### config.mk
export PLATFORM = sky130hd
export DESIGN_NAME = blue_motion
export DESIGN_NICKNAME = d
export VERILOG_FILES = /design/src/rtl/blue_motion.sv
export SDC_FILE = /design/constraint.sdc
export NUM_CORES = 1
export LEC_CHECK = 0
export CAP_MARGIN = 30
export CELL_PAD_IN_SITES_DETAIL_PLACEMENT = 1
export CELL_PAD_IN_SITES_GLOBAL_PLACEMENT = 2
export CORE_UTILIZATION = 34
export DETAILED_ROUTE_END_ITERATION = 16
export PLACE_DENSITY = 0.85
export SLEW_MARGIN = 10
export SYNTH_ARGS = -nofsm -noshare
export SYNTH_HDL_FRONTEND = slang
export SYNTH_SLANG_ARGS = --single-unit
### constraint.sdc
create_clock -name clk -period 3.68 [get_ports clk]
set_input_delay 0.736 -clock clk [delete_from_list [all_inputs] [get_ports clk]]
set_output_delay 0.736 -clock clk [all_outputs]
set_load 0.005 [all_outputs]
### src/rtl/blue_motion.sv
// -----------------------------------------------------------------------------
// blue_motion
//   Player ("blue") motion controller. Integrates horizontal motion, jump and
//   gravity once per video frame from the player keys and the collision flags
//   produced by the collision block, and drives the player position back to the
//   collision block and to the sprite renderer.
//
// Ports
//   clk           in   1   system clock
//   rst_n         in   1   asynchronous reset, active low
//   frame_tick    in   1   one-cycle pulse per frame; updates happen only then
//   key_left      in   1   level: move left
//   key_right     in   1   level: move right
//   key_jump      in   1   level: jump key (rising edge starts a jump)
//   is_Collision  in   4   [0] floor, [1] head, [2] right wall, [3] left wall
//   x_blue        out  10  player x (sprite top-left), registered
//   y_blue        out  9   player y (sprite top-left), registered
//   state         out  2   0=GROUND, 1=RISE, 2=FALL, registered
//   facing        out  1   0=right, 1=left, registered
//
// Configuration
//   DOUBLE_JUMP_EN  when defined, one extra jump is accepted while airborne.
// -----------------------------------------------------------------------------
module blue_motion #(
    parameter int unsigned X_INIT   = 40,
    parameter int unsigned Y_INIT   = 400,
    parameter int unsigned X_MAX    = 593,
    parameter int unsigned Y_MAX    = 439,
    parameter int unsigned SPEED    = 2,
    parameter int unsigned JUMP_V   = 12,
    parameter int unsigned GRAVITY  = 1,
    parameter int unsigned MAX_FALL = 8
) (
    input  logic       clk,
    input  logic       rst_n,
    input  logic       frame_tick,
    input  logic       key_left,
    input  logic       key_right,
    input  logic       key_jump,
    input  logic [3:0] is_Collision,
    output logic [9:0] x_blue,
    output logic [8:0] y_blue,
    output logic [1:0] state,
    output logic       facing
);

    localparam int unsigned XW = 10;
    localparam int unsigned YW = 9;
    localparam int unsigned VW = 5;
    localparam int unsigned XE = XW + 1;
    localparam int unsigned YE = YW + 1;
    localparam int unsigned VE = VW + 1;

    localparam logic [1:0] ST_GROUND = 2'd0;
    localparam logic [1:0] ST_RISE   = 2'd1;
    localparam logic [1:0] ST_FALL   = 2'd2;

    localparam logic [XW-1:0] X_INIT_V   = XW'(X_INIT);
    localparam logic [YW-1:0] Y_INIT_V   = YW'(Y_INIT);
    localparam logic [XW-1:0] X_MAX_V    = XW'(X_MAX);
    localparam logic [XE-1:0] X_MAX_E    = XE'(X_MAX);
    localparam logic [YW-1:0] Y_MAX_V    = YW'(Y_MAX);
    localparam logic [YE-1:0] Y_MAX_E    = YE'(Y_MAX);
    localparam logic [XE-1:0] SPEED_E    = XE'(SPEED);
    localparam logic [VW-1:0] JUMP_V_V   = VW'(JUMP_V);
    localparam logic [VE-1:0] GRAVITY_E  = VE'(GRAVITY);
    localparam logic [VW-1:0] MAX_FALL_V = VW'(MAX_FALL);
    localparam logic [VE-1:0] MAX_FALL_E = VE'(MAX_FALL);

    // architectural state
    logic [XW-1:0] r_x;
    logic [YW-1:0] r_y;
    logic [VW-1:0] r_vy;
    logic [1:0]    r_state;
    logic          r_facing;
    logic          r_jump_prev;

    // next-state values
    logic [XW-1:0] w_x_nxt;
    logic [YW-1:0] w_y_nxt;
    logic [VW-1:0] w_vy_nxt;
    logic [1:0]    w_state_nxt;
    logic          w_facing_nxt;
    logic          w_jump_prev_nxt;
    logic          w_do_rise;

    // decoded inputs and one-bit-wider arithmetic
    logic          w_jedge;
    logic          w_left_only;
    logic          w_right_only;
    logic          w_air_jump;
    logic [XE-1:0] w_x_ext;
    logic [XE-1:0] w_x_inc;
    logic [XE-1:0] w_x_dec;
    logic [VW-1:0] w_rise_vy;
    logic [YE-1:0] w_y_ext;
    logic [YE-1:0] w_rise_vy_ext;
    logic [YE-1:0] w_y_rise;
    logic [YE-1:0] w_y_fall;
    logic [VE-1:0] w_vy_dec;
    logic [VE-1:0] w_vy_inc;

    assign w_jedge      = key_jump & ~r_jump_prev;
    assign w_left_only  = key_left & ~key_right;
    assign w_right_only = key_right & ~key_left;

    assign w_x_ext = {1'b0, r_x};
    assign w_x_inc = w_x_ext + SPEED_E;
    assign w_x_dec = w_x_ext - SPEED_E;

    // A jump from GROUND performs its first rise step with the fresh launch velocity.
    assign w_rise_vy     = (r_state == ST_GROUND) ? JUMP_V_V : r_vy;
    assign w_y_ext       = {1'b0, r_y};
    assign w_rise_vy_ext = YE'(w_rise_vy);
    assign w_y_rise      = w_y_ext - w_rise_vy_ext;
    assign w_y_fall      = w_y_ext + YE'(r_vy);
    assign w_vy_dec      = {1'b0, w_rise_vy} - GRAVITY_E;
    assign w_vy_inc      = {1'b0, r_vy} + GRAVITY_E;

`ifdef DOUBLE_JUMP_EN
    // Single airborne jump, re-armed on landing.
    logic r_air_used;

    assign w_air_jump = w_jedge & ~r_air_used &
                        ((r_state == ST_RISE) | (r_state == ST_FALL));

    always_ff @(posedge clk or negedge rst_n) begin
        if (!rst_n) begin
            r_air_used <= 1'b0;
        end else if (frame_tick) begin
            if (w_air_jump) begin
                r_air_used <= 1'b1;
            end else if (w_state_nxt == ST_GROUND) begin
                r_air_used <= 1'b0;
            end
        end
    end
`else
    assign w_air_jump = 1'b0;
`endif

    // State register
    always_ff @(posedge clk or negedge rst_n) begin
        if (!rst_n) begin
            r_x         <= X_INIT_V;
            r_y         <= Y_INIT_V;
            r_vy        <= '0;
            r_state     <= ST_FALL;
            r_facing    <= 1'b0;
            r_jump_prev <= 1'b0;
        end else begin
            r_x         <= w_x_nxt;
            r_y         <= w_y_nxt;
            r_vy        <= w_vy_nxt;
            r_state     <= w_state_nxt;
            r_facing    <= w_facing_nxt;
            r_jump_prev <= w_jump_prev_nxt;
        end
    end

    // Next-state logic: everything holds unless this is the frame tick
    always_comb begin
        w_x_nxt         = r_x;
        w_y_nxt         = r_y;
        w_vy_nxt        = r_vy;
        w_state_nxt     = r_state;
        w_facing_nxt    = r_facing;
        w_jump_prev_nxt = r_jump_prev;
        w_do_rise       = 1'b0;

        if (frame_tick) begin
            w_jump_prev_nxt = key_jump;

            // horizontal: facing follows the key even when a wall blocks motion
            if (w_left_only) begin
                w_facing_nxt = 1'b1;
                if (!is_Collision[3]) begin
                    w_x_nxt = (w_x_ext < SPEED_E) ? '0 : w_x_dec[XW-1:0];
                end
            end else if (w_right_only) begin
                w_facing_nxt = 1'b0;
                if (!is_Collision[2]) begin
                    w_x_nxt = (w_x_inc > X_MAX_E) ? X_MAX_V : w_x_inc[XW-1:0];
                end
            end

            // vertical
            if (w_air_jump) begin
                w_vy_nxt    = JUMP_V_V;
                w_state_nxt = ST_RISE;
            end else begin
                case (r_state)
                    ST_GROUND: begin
                        if (w_jedge) begin
                            w_do_rise = 1'b1;
                        end else if (!is_Collision[0]) begin
                            w_state_nxt = ST_FALL;
                            w_vy_nxt    = '0;
                        end
                    end
                    ST_RISE: begin
                        w_do_rise = 1'b1;
                    end
                    ST_FALL: begin
                        if (is_Collision[0]) begin
                            w_state_nxt = ST_GROUND;
                            w_vy_nxt    = '0;
                        end else if (w_y_fall > Y_MAX_E) begin
                            w_y_nxt     = Y_MAX_V;
                            w_vy_nxt    = '0;
                            w_state_nxt = ST_GROUND;
                        end else begin
                            w_y_nxt  = w_y_fall[YW-1:0];
                            w_vy_nxt = (w_vy_inc > MAX_FALL_E) ? MAX_FALL_V : w_vy_inc[VW-1:0];
                        end
                    end
                    default: begin
                        // unused encoding recovers to FALL
                        w_state_nxt = ST_FALL;
                        w_vy_nxt    = '0;
                    end
                endcase

                // rise step, shared by RISE and the launch tick out of GROUND
                if (w_do_rise) begin
                    if (is_Collision[1]) begin
                        w_state_nxt = ST_FALL;
                        w_vy_nxt    = '0;
                    end else if (w_y_ext < w_rise_vy_ext) begin
                        w_y_nxt     = '0;
                        w_vy_nxt    = '0;
                        w_state_nxt = ST_FALL;
                    end else begin
                        w_y_nxt = w_y_rise[YW-1:0];
                        // apex (or borrow) hands over to FALL
                        if (w_vy_dec[VW] || (w_vy_dec == '0)) begin
                            w_vy_nxt    = '0;
                            w_state_nxt = ST_FALL;
                        end else begin
                            w_vy_nxt    = w_vy_dec[VW-1:0];
                            w_state_nxt = ST_RISE;
                        end
                    end
                end
            end
        end
    end

    assign x_blue = r_x;
    assign y_blue = r_y;
    assign state  = r_state;
    assign facing = r_facing;

endmodule

# Yosys cells after proc, flatten, opt, wreduce, memory -nomap -nowiden
# Cells that the tools add are included.
# classes
addsub	6
n_mul	0
n_div	0
n_lt_le_gt_ge	5
n_eq_ne	8
shifts	0
mux	37
bitwise_logic	6
reduce_logical	8
# ops
op	count
$mux 10	6
$mux 9	6
$mux 5	10
$mux 2	8
$pmux 5 s3	1
$add 10x2->11 const B	1
$gt 11x10->1 const B	1
$add 9x5->10	1
$gt 10x9->1 const B	1
$lt 10x2->1 const B	1
$sub 10x2->10 const B	1
$lt 9x5->1	1
$sub 9x5->9	1
$reduce_and 4->1	2
$add 5x1->6 const B	1
$gt 6x4->1 const B	1
$logic_not 6->1	1
$ne 3x2->1 const B	2
$pmux 2 s3	1
$sub 5x1->6 const B	1
$reduce_and 5->1	1
$mux 1	4
$ne 2x2->1 const B	2
$ne 4x4->1 const B	1
10 further kinds	14
# word_totals
ff_bits	28
latch_bits	0
mem_bits_rw	0
rom_bits	0
in_bits	10
memories	0

# Depth between registers and ports, before layout
# Gate-level depths: netlist of the first run.
# logic_depth
depth_word	9
ltp_mapped	13
depth_no_buf	12

# Least setup slack after synthesis of the first run
# OpenSTA, ideal clock, no wires.
# synth_path
path_kind	reg-to-reg
start	reg r_state[1] (netlist: state[1])
end	reg r_y[6] (netlist: y_blue[6])
setup_time_ps	125
arrival_ps	2777
required_time_ps	3555
slack_ps	779
path_stages_with_launch	14
n_path_buf	1
path_cell_list	dfstp_2 > or2_2 > clkbuf_1 > nand2_1 > inv_1 > ha_1 > inv_1 > fa_1 > a21o_1 > a21o_1 > a21boi_0 > mux2_2 > a21oi_1 > nand2_1
# synth_between
elab_chain_cells	6
word_cells_on_any_way	12
classes_between	add/sub (1); order compare (1); eq/ne (2); mux (7); reduce/logical (1)
# synth_lines
item	line_no	source
start, declared	74	logic [1:0] r_state;
start signal, assigned	155	r_state <= w_state_nxt;
$logic_not 2->1	112, 192	
$mux 5	112	assign w_rise_vy = (r_state == ST_GROUND) ? JUMP_V_V : r_vy;
$sub 9x5->9 / $lt 9x5->1 (equally long branches)	115, 229	
$mux 9	229	end else if (w_y_ext < w_rise_vy_ext) begin
$mux 9	226	if (is_Collision[1]) begin
$mux 9 *	225	if (w_do_rise) begin
end signal, assigned	153	r_y <= w_y_nxt;
end, declared	72	logic [YW-1:0] r_y;
# Every way passes the cells marked *; elsewhere a longest branch is shown, timed or not. The select of a mux whose other input is x is not followed.
# A chain may end at the register's enable or synchronous reset.

# Final worst setup path of the first run
# Ends and elaborated chain as after synthesis.

==> results.sh, run 1 <==
export IMPL_outcome="complete, no violations"
export IMPL_criticalPathCategory="flip-flop to flip-flop"
export IMPL_synth_edf_count=0
export IMPL_fin_nets=420
export IMPL_tightest_slew_ns=0.664
export IMPL_crit_required_ns=3.85
export IMPL_grt_pass1_wl_mm=15.2
export IMPL_power_internal_mw=1.40
export IMPL_dr_pass1_iters=4
export IMPL_root_buffer="clkbuf_8"
export IMPL_finalSetupViolations=0
export IMPL_place_detailed_hpwl_mm=6.94
export IMPL_peakVddDrop_mv=0.272
export IMPL_clkPwrFrac=0.092
export IMPL_post_cts_buffers=0
export IMPL_syn_cell_area_mm2=0.00288
export IMPL_avgSynthCellArea_um2=7.91
export IMPL_power_density_mw_per_mm2=819
export IMPL_final_util=0.409
export IMPL_seq_power_share=0.258
export IMPL_grt_pass1_vias=2991
export IMPL_placed_area_mm2=0.00329
export IMPL_via_count=2873
export IMPL_insertion_delay_ns=0.28
export IMPL_relSlewSlack=0.545
export IMPL_numCtsBuffers=3
export IMPL_clk_pin_slew_ns=0.11
export IMPL_via_per_inst=5.83
export IMPL_die_x_um=94.0
export IMPL_core_area_mm2=0.00822
export IMPL_crit_arrival_ns=3.24
export IMPL_timing_hold_ws_ns=0.512
export IMPL_cts_hold_buf=0
export IMPL_synth_nets=395
export IMPL_ys_seq_elements=28
export IMPL_finalSetupTns_ns=0
export IMPL_rsz0062_at_grt="false"
export IMPL_cp_start_kind="flip-flop"
export IMPL_grt_antenna_before_repair=0
export IMPL_area_delta_synth_final_pct=16.6
export IMPL_sw_frac_of_total=0.490
export IMPL_total_power_mw=2.75
export IMPL_synthArstFlopShare=1.00
export IMPL_first_iter_violations=93
export IMPL_grt_usage=0.218
export IMPL_hold_path_class="flip-flop to flip-flop"
export IMPL_die_h_um=94.0
export IMPL_row_count=33
export IMPL_synthFlopType="dfrtp_1"
export IMPL_grt_overflow_total=0
export IMPL_antenna_cells=0
export IMPL_cts_tree="done"
export IMPL_h_tree_depth=1
export IMPL_grt_max_degree=29
export IMPL_cp_max_fo=9
export IMPL_wl_per_cell_um=18.0
export IMPL_start_util=0.350
export IMPL_place_congestion=0.815
export IMPL_endpoint_kind="flip-flop"
export IMPL_ys_seq_area_frac=0.246
export IMPL_synthDistinctLibCells=67
export IMPL_min_period_ns=3.07
export IMPL_final_area_mm2=0.00336
export IMPL_wl_mm=8.87
export IMPL_clock_path_buffers=2
export IMPL_layout_drive_gt1_share=0.0954
export IMPL_period_share=0.834
export IMPL_ant_nets=0
export IMPL_finalClockSkew_ns=0.00215
export IMPL_cts_sink_count=28
export IMPL_drv_slew=0
export IMPL_maxCapViolCount=0
export IMPL_max_freq_mhz=326
export IMPL_yosysWarnings=0
export IMPL_io_buffers=31
export IMPL_final_hold_viol_count=0
export IMPL_io_pins=32
export IMPL_cts_resized=0
export IMPL_p_switching_mw=1.35
export IMPL_dieArea_mm2=0.00884
export IMPL_drc=0
export IMPL_syn_inst=364
export IMPL_p_comb_frac=0.650
export IMPL_p_leak_nw=1.34
## layer usage
| layer | vias to the layer above | wire [um] | track usage |
|---|---|---|---|
| li1 | 1399 | - | - |
| met1 | 1436 | 4180 | 0.302 |
| met2 | 36 | 4420 | 0.380 |
| met3 | 2 | 238 | 0.0105 |
| met4 | 0 | 37 | 0.0321 |
| met5 | - | 0 | 0 |
## flip-flops by register name (all words and copies together), names as in the netlist
name	flops
facing	1
r_jump_prev	1
r_vy	5
state	2
x_blue	10
y_blue	9
## worst paths after layout
check                            start           to  slack (ns)  cells past startpoint
max in group asynchronous        rst_n    y_blue[7]        2.52                      2
max                           state[1]    y_blue[6]        0.61                     12
min in group asynchronous        rst_n    x_blue[4]        0.83                      2
min                        r_jump_prev  r_jump_prev        0.51                      1
min reg2reg                r_jump_prev  r_jump_prev        0.51                      1
max reg2reg                   state[1]    y_blue[6]        0.61                     12
## synthesized netlist by cell type, drive strengths merged (4+ instances only)
| master | count | share of area |
|---|---|---|
| dfrtp | 22 | 0.19 |
| inv | 16 | 0.021 |
| xor2 | 6 | 0.018 |
| nand2b | 4 | 0.0087 |
| a211oi | 6 | 0.019 |
| nor2b | 7 | 0.015 |
| buf | 7 | 0.017 |
| nand3 | 14 | 0.024 |
| nor2 | 32 | 0.042 |
| dfstp | 6 | 0.055 |
| a21o | 9 | 0.023 |
| clkbuf | 12 | 0.016 |
| a31oi | 10 | 0.022 |
| nor3b | 4 | 0.010 |
| mux2i | 4 | 0.014 |
| a21oi | 26 | 0.048 |
| nor3 | 7 | 0.014 |
| xnor2 | 7 | 0.021 |
| nand4 | 8 | 0.017 |
| and2 | 5 | 0.012 |
| o21ai | 33 | 0.059 |
| and3 | 4 | 0.0087 |
| o211ai | 4 | 0.010 |
| or2 | 5 | 0.011 |
| nand2 | 31 | 0.040 |
| o31ai | 5 | 0.015 |
| a32oi | 4 | 0.012 |
| ha | 19 | 0.083 |
## critical path, stage by stage (launching register included)
cell	delay, ns
dfstp_2	0.61
or2_2	0.21
nand2_1	0.10
inv_1	0.10
ha_1	0.17
inv_1	0.05
fa_1	0.39
a21o_1	0.17
a21o_1	0.20
a21boi_0	0.36
mux2_2	0.38
a21oi_1	0.15
nand2_1	0.07
## power groups by stage
| stage | Sequential, mW | Clock [mW] | Combinational, mW |
|---|---|---|---|
| floorplan | 0.577 | 0 | 1.29 |
| global placement | 0.712 | 0 | 1.73 |
| detailed placement | 0.716 | 0 | 1.78 |
| CTS | 0.711 | 0.263 | 1.79 |
| global route | 0.746 | 0.276 | 1.98 |
| finish | 0.710 | 0.252 | 1.79 |
## stage by stage
stage	cells	worst slack, ns
floorplan	364	0.779
global placement	489	0.655
detailed placement	489	0.551
CTS	493	0.587
global route	493	0.419
finish	493	0.609
## logic make-up after synthesis
group / synth area share
fa+ha+maj: 0.0965
simple gates: 0.226
buf+inv: 0.0539
flops: 0.246
xor+xnor: 0.0395
compound gates: 0.311
mux: 0.0269
## layout make-up
class	count	area [um2]
tap	105	131
fill	1010	4860
inverter	16	60.1
clock buffer	3	41.3
clock inverter	1	30.0
sequential	28	708
multi-input combinational	301	2020
timing repair buffer	39	370
## cell usage in the layout (no fill, tap or decap), types with 4 or more instances in the layout
cell,Yosys,layout
nor2_1,32,32
nand2_1,31,31
o21ai_0,31,31
clkdlybuf4s50_1,0,31
a21oi_1,24,24
dfrtp_1,22,22
ha_1,19,19
inv_1,16,16
nand3_1,14,14
a31oi_1,10,10
a21o_1,9,9
nand4_1,8,8
buf_4,1,8
nor2b_1,7,7
xnor2_1,7,7
xor2_1,6,6
nor3_1,6,6
dfstp_2,6,6
or2_2,5,5
a211oi_1,4,4
and2_1,4,4
nand2b_1,4,4
nor3b_1,4,4
and3_1,4,4
o31ai_1,4,4
mux2i_1,4,4
o211ai_1,4,4
a32oi_1,4,4
(Power assumes the default switching activity.)
==> run 2: changes to the inputs <==
Settings changed: CORE_UTILIZATION 34 to 31, PLACE_DENSITY 0.85 to 0.82.
Clock period 3.68 ns to 2.7 ns, I/O delays scaled along.
==> run 2 against run 1 <==
Clock skew up 0.0021 ns. Combinational power grew 66%. Power grew 50%. Cell count increased by 5.9%. Die area grew 9.5%. First-iteration DRC count rose by 68%. Setup slack worse by 0.50 ns. Global-route usage shrank 0.83 points. Fmax rose by 19%. Sequential share of layout area is 1.3 points lower. Utilization decreased by 0.41 points. Largest cell class unchanged. Largest power group unchanged.
==> results.sh, run 2 (synthesis results as in run 1) <==
export IMPL_outcome="complete, no violations"
export IMPL_finalClockSkew_ns=0.00424
export IMPL_final_hold_viol_count=0
export IMPL_p_leak_nw=1.46
export IMPL_final_util=0.404
export IMPL_h_tree_depth=1
export IMPL_cp_max_fo=7
export IMPL_criticalPathCategory="flip-flop to flip-flop"
export IMPL_rsz0062_at_grt="true"
export IMPL_place_detailed_hpwl_mm=7.51
export IMPL_final_common_cell="buf_4"
export IMPL_final_cell_mix="buf_4, nor2_1, clkdlybuf4s50_1"
export IMPL_numCtsBuffers=3
export IMPL_crit_family="compound AO/OA/AOI/OAI gates"
export IMPL_insertion_delay_ns=0.29
export IMPL_grt_usage=0.209
export IMPL_crit_arrival_ns=2.79
export IMPL_core_area_mm2=0.00885
export IMPL_maxCapViolCount=0
export IMPL_clock_path_buffers=2
export IMPL_crit_required_ns=2.90
export IMPL_place_congestion=0.844
export IMPL_pre_cts_ws_ns=0.0416
export IMPL_first_iter_violations=156
export IMPL_grt_max_degree=29
export IMPL_setup_ws_ns=0.110
export IMPL_finalSetupViolations=0
export IMPL_wl_mm=9.69
export IMPL_finalNonFillerCells=522
export IMPL_place_inst=515
export IMPL_crit_slowest_cell="dfstp_2"
export IMPL_cp_start_kind="flip-flop"
export IMPL_via_per_inst=5.75
export IMPL_crit_buf_inv=1
export IMPL_min_period_ns=2.59
export IMPL_io_buffers=31
export IMPL_worstPathCellList="or2_4 -> nand2_1 -> ha_1 -> nor2b_1 -> o31a_1 -> o21ai_2 -> a31oi_1 -> buf_4 -> a21oi_1 -> a2bb2oi_1"
export IMPL_area_delta_synth_final_pct=24.3
export IMPL_tightest_slew_ns=0.588
export IMPL_grt_antenna_before_repair=0
export IMPL_regToRegStartpoint="state[1]"
export IMPL_cp_slowest_stage_delay_ns=0.55
export IMPL_fin_nets=446
export IMPL_largest_reg_flops=10
export IMPL_grt_pass1_wl_mm=16.4
export IMPL_peakVddDrop_mv=0.314
export IMPL_timing_hold_ws_ns=0.510
export IMPL_period_share=0.959
export IMPL_total_power_mw=4.12
export IMPL_root_buffer="clkbuf_8"
export IMPL_ant_nets=0
export IMPL_drv_slew=0
export IMPL_power_density_mw_per_mm2=1150
export IMPL_antenna_cells=0
export IMPL_hold_path_class="flip-flop to flip-flop"
export IMPL_cts_sink_count=28
export IMPL_finalSetupTns_ns=0
export IMPL_relSlewSlack=0.605
export IMPL_via_count=2999
export IMPL_critPathLaunch="state[1]"
export IMPL_start_util=0.325
export IMPL_io_pins=32
export IMPL_layout_drive_gt1_share=0.176
export IMPL_drc=0
export IMPL_die_x_um=98.4
export IMPL_placed_area_mm2=0.00347
export IMPL_grt_overflow_total=0
export IMPL_max_freq_mhz=386
export IMPL_row_count=34
export IMPL_worstHoldStart="r_jump_prev"
export IMPL_clk_pin_slew_ns=0.10
export IMPL_endpoint_kind="flip-flop"
export IMPL_cts_tree="done"
export IMPL_final_area_mm2=0.00358
export IMPL_dieArea_mm2=0.00968
export IMPL_dr_pass1_iters=6
export IMPL_grt_pass1_vias=3163
export IMPL_wl_per_cell_um=18.6
export IMPL_die_h_um=98.4
## run 2: metal layers
layer,vias to the layer above,routed length (um),share of wire,global-route usage
met3,8,185,0.019,0.0100
li1,1449,-,-,-
met5,-,0,0,0
met4,0,93,0.0096,0.0413
met2,46,4770,0.49,0.368
met1,1496,4640,0.48,0.285
## run 2: what timing repair did
item | in CTS | in global routing
hold buffers | 0 | 0
pin swaps | 1 | 3
resized for setup | 0 | 11
buffers inserted | 1 | 2
endpoints found under the setup margin | 1 | 15
## run 2: power breakdown
group	total (mW)	switching [mW]	internal (mW)
registers	0.853	0.253	0.601
clock network	0.280	0.149	0.131
logic	2.98	1.59	1.39
total	4.12	1.99	2.13
## run 2: cell type report
type	instances	area (um2)
multi-input cells	301	2050
well taps	108	135
clock buffers	4	55.1
inverters	16	60.1
fillers	1073	5270
flip-flops and latches	28	708
repair buffers	65	566
## run 2: worst paths after layout
kind / to / slack, ns / cells past startpoint
setup / recovery: state[1] / 0.11 / 10
max in group asynchronous: y_blue[4] / 1.74 / 2
min in group asynchronous: x_blue[8] / 0.63 / 2
setup reg to reg: state[1] / 0.11 / 10
hold / removal: r_jump_prev / 0.51 / 1
hold reg to reg: r_jump_prev / 0.51 / 1
## run 2: worst register-to-register path, delay by kind of cell (launching register included)
| kind | cells | cell delay, ns |
|---|---|---|
| buffers and inverters | 1 | 0.19 |
| AO/OA/AOI/OAI | 5 | 1.00 |
| AND/OR/NAND/NOR | 3 | 0.45 |
| adder cells (fa/ha/maj) | 1 | 0.32 |
| flip-flops | 1 | 0.55 |
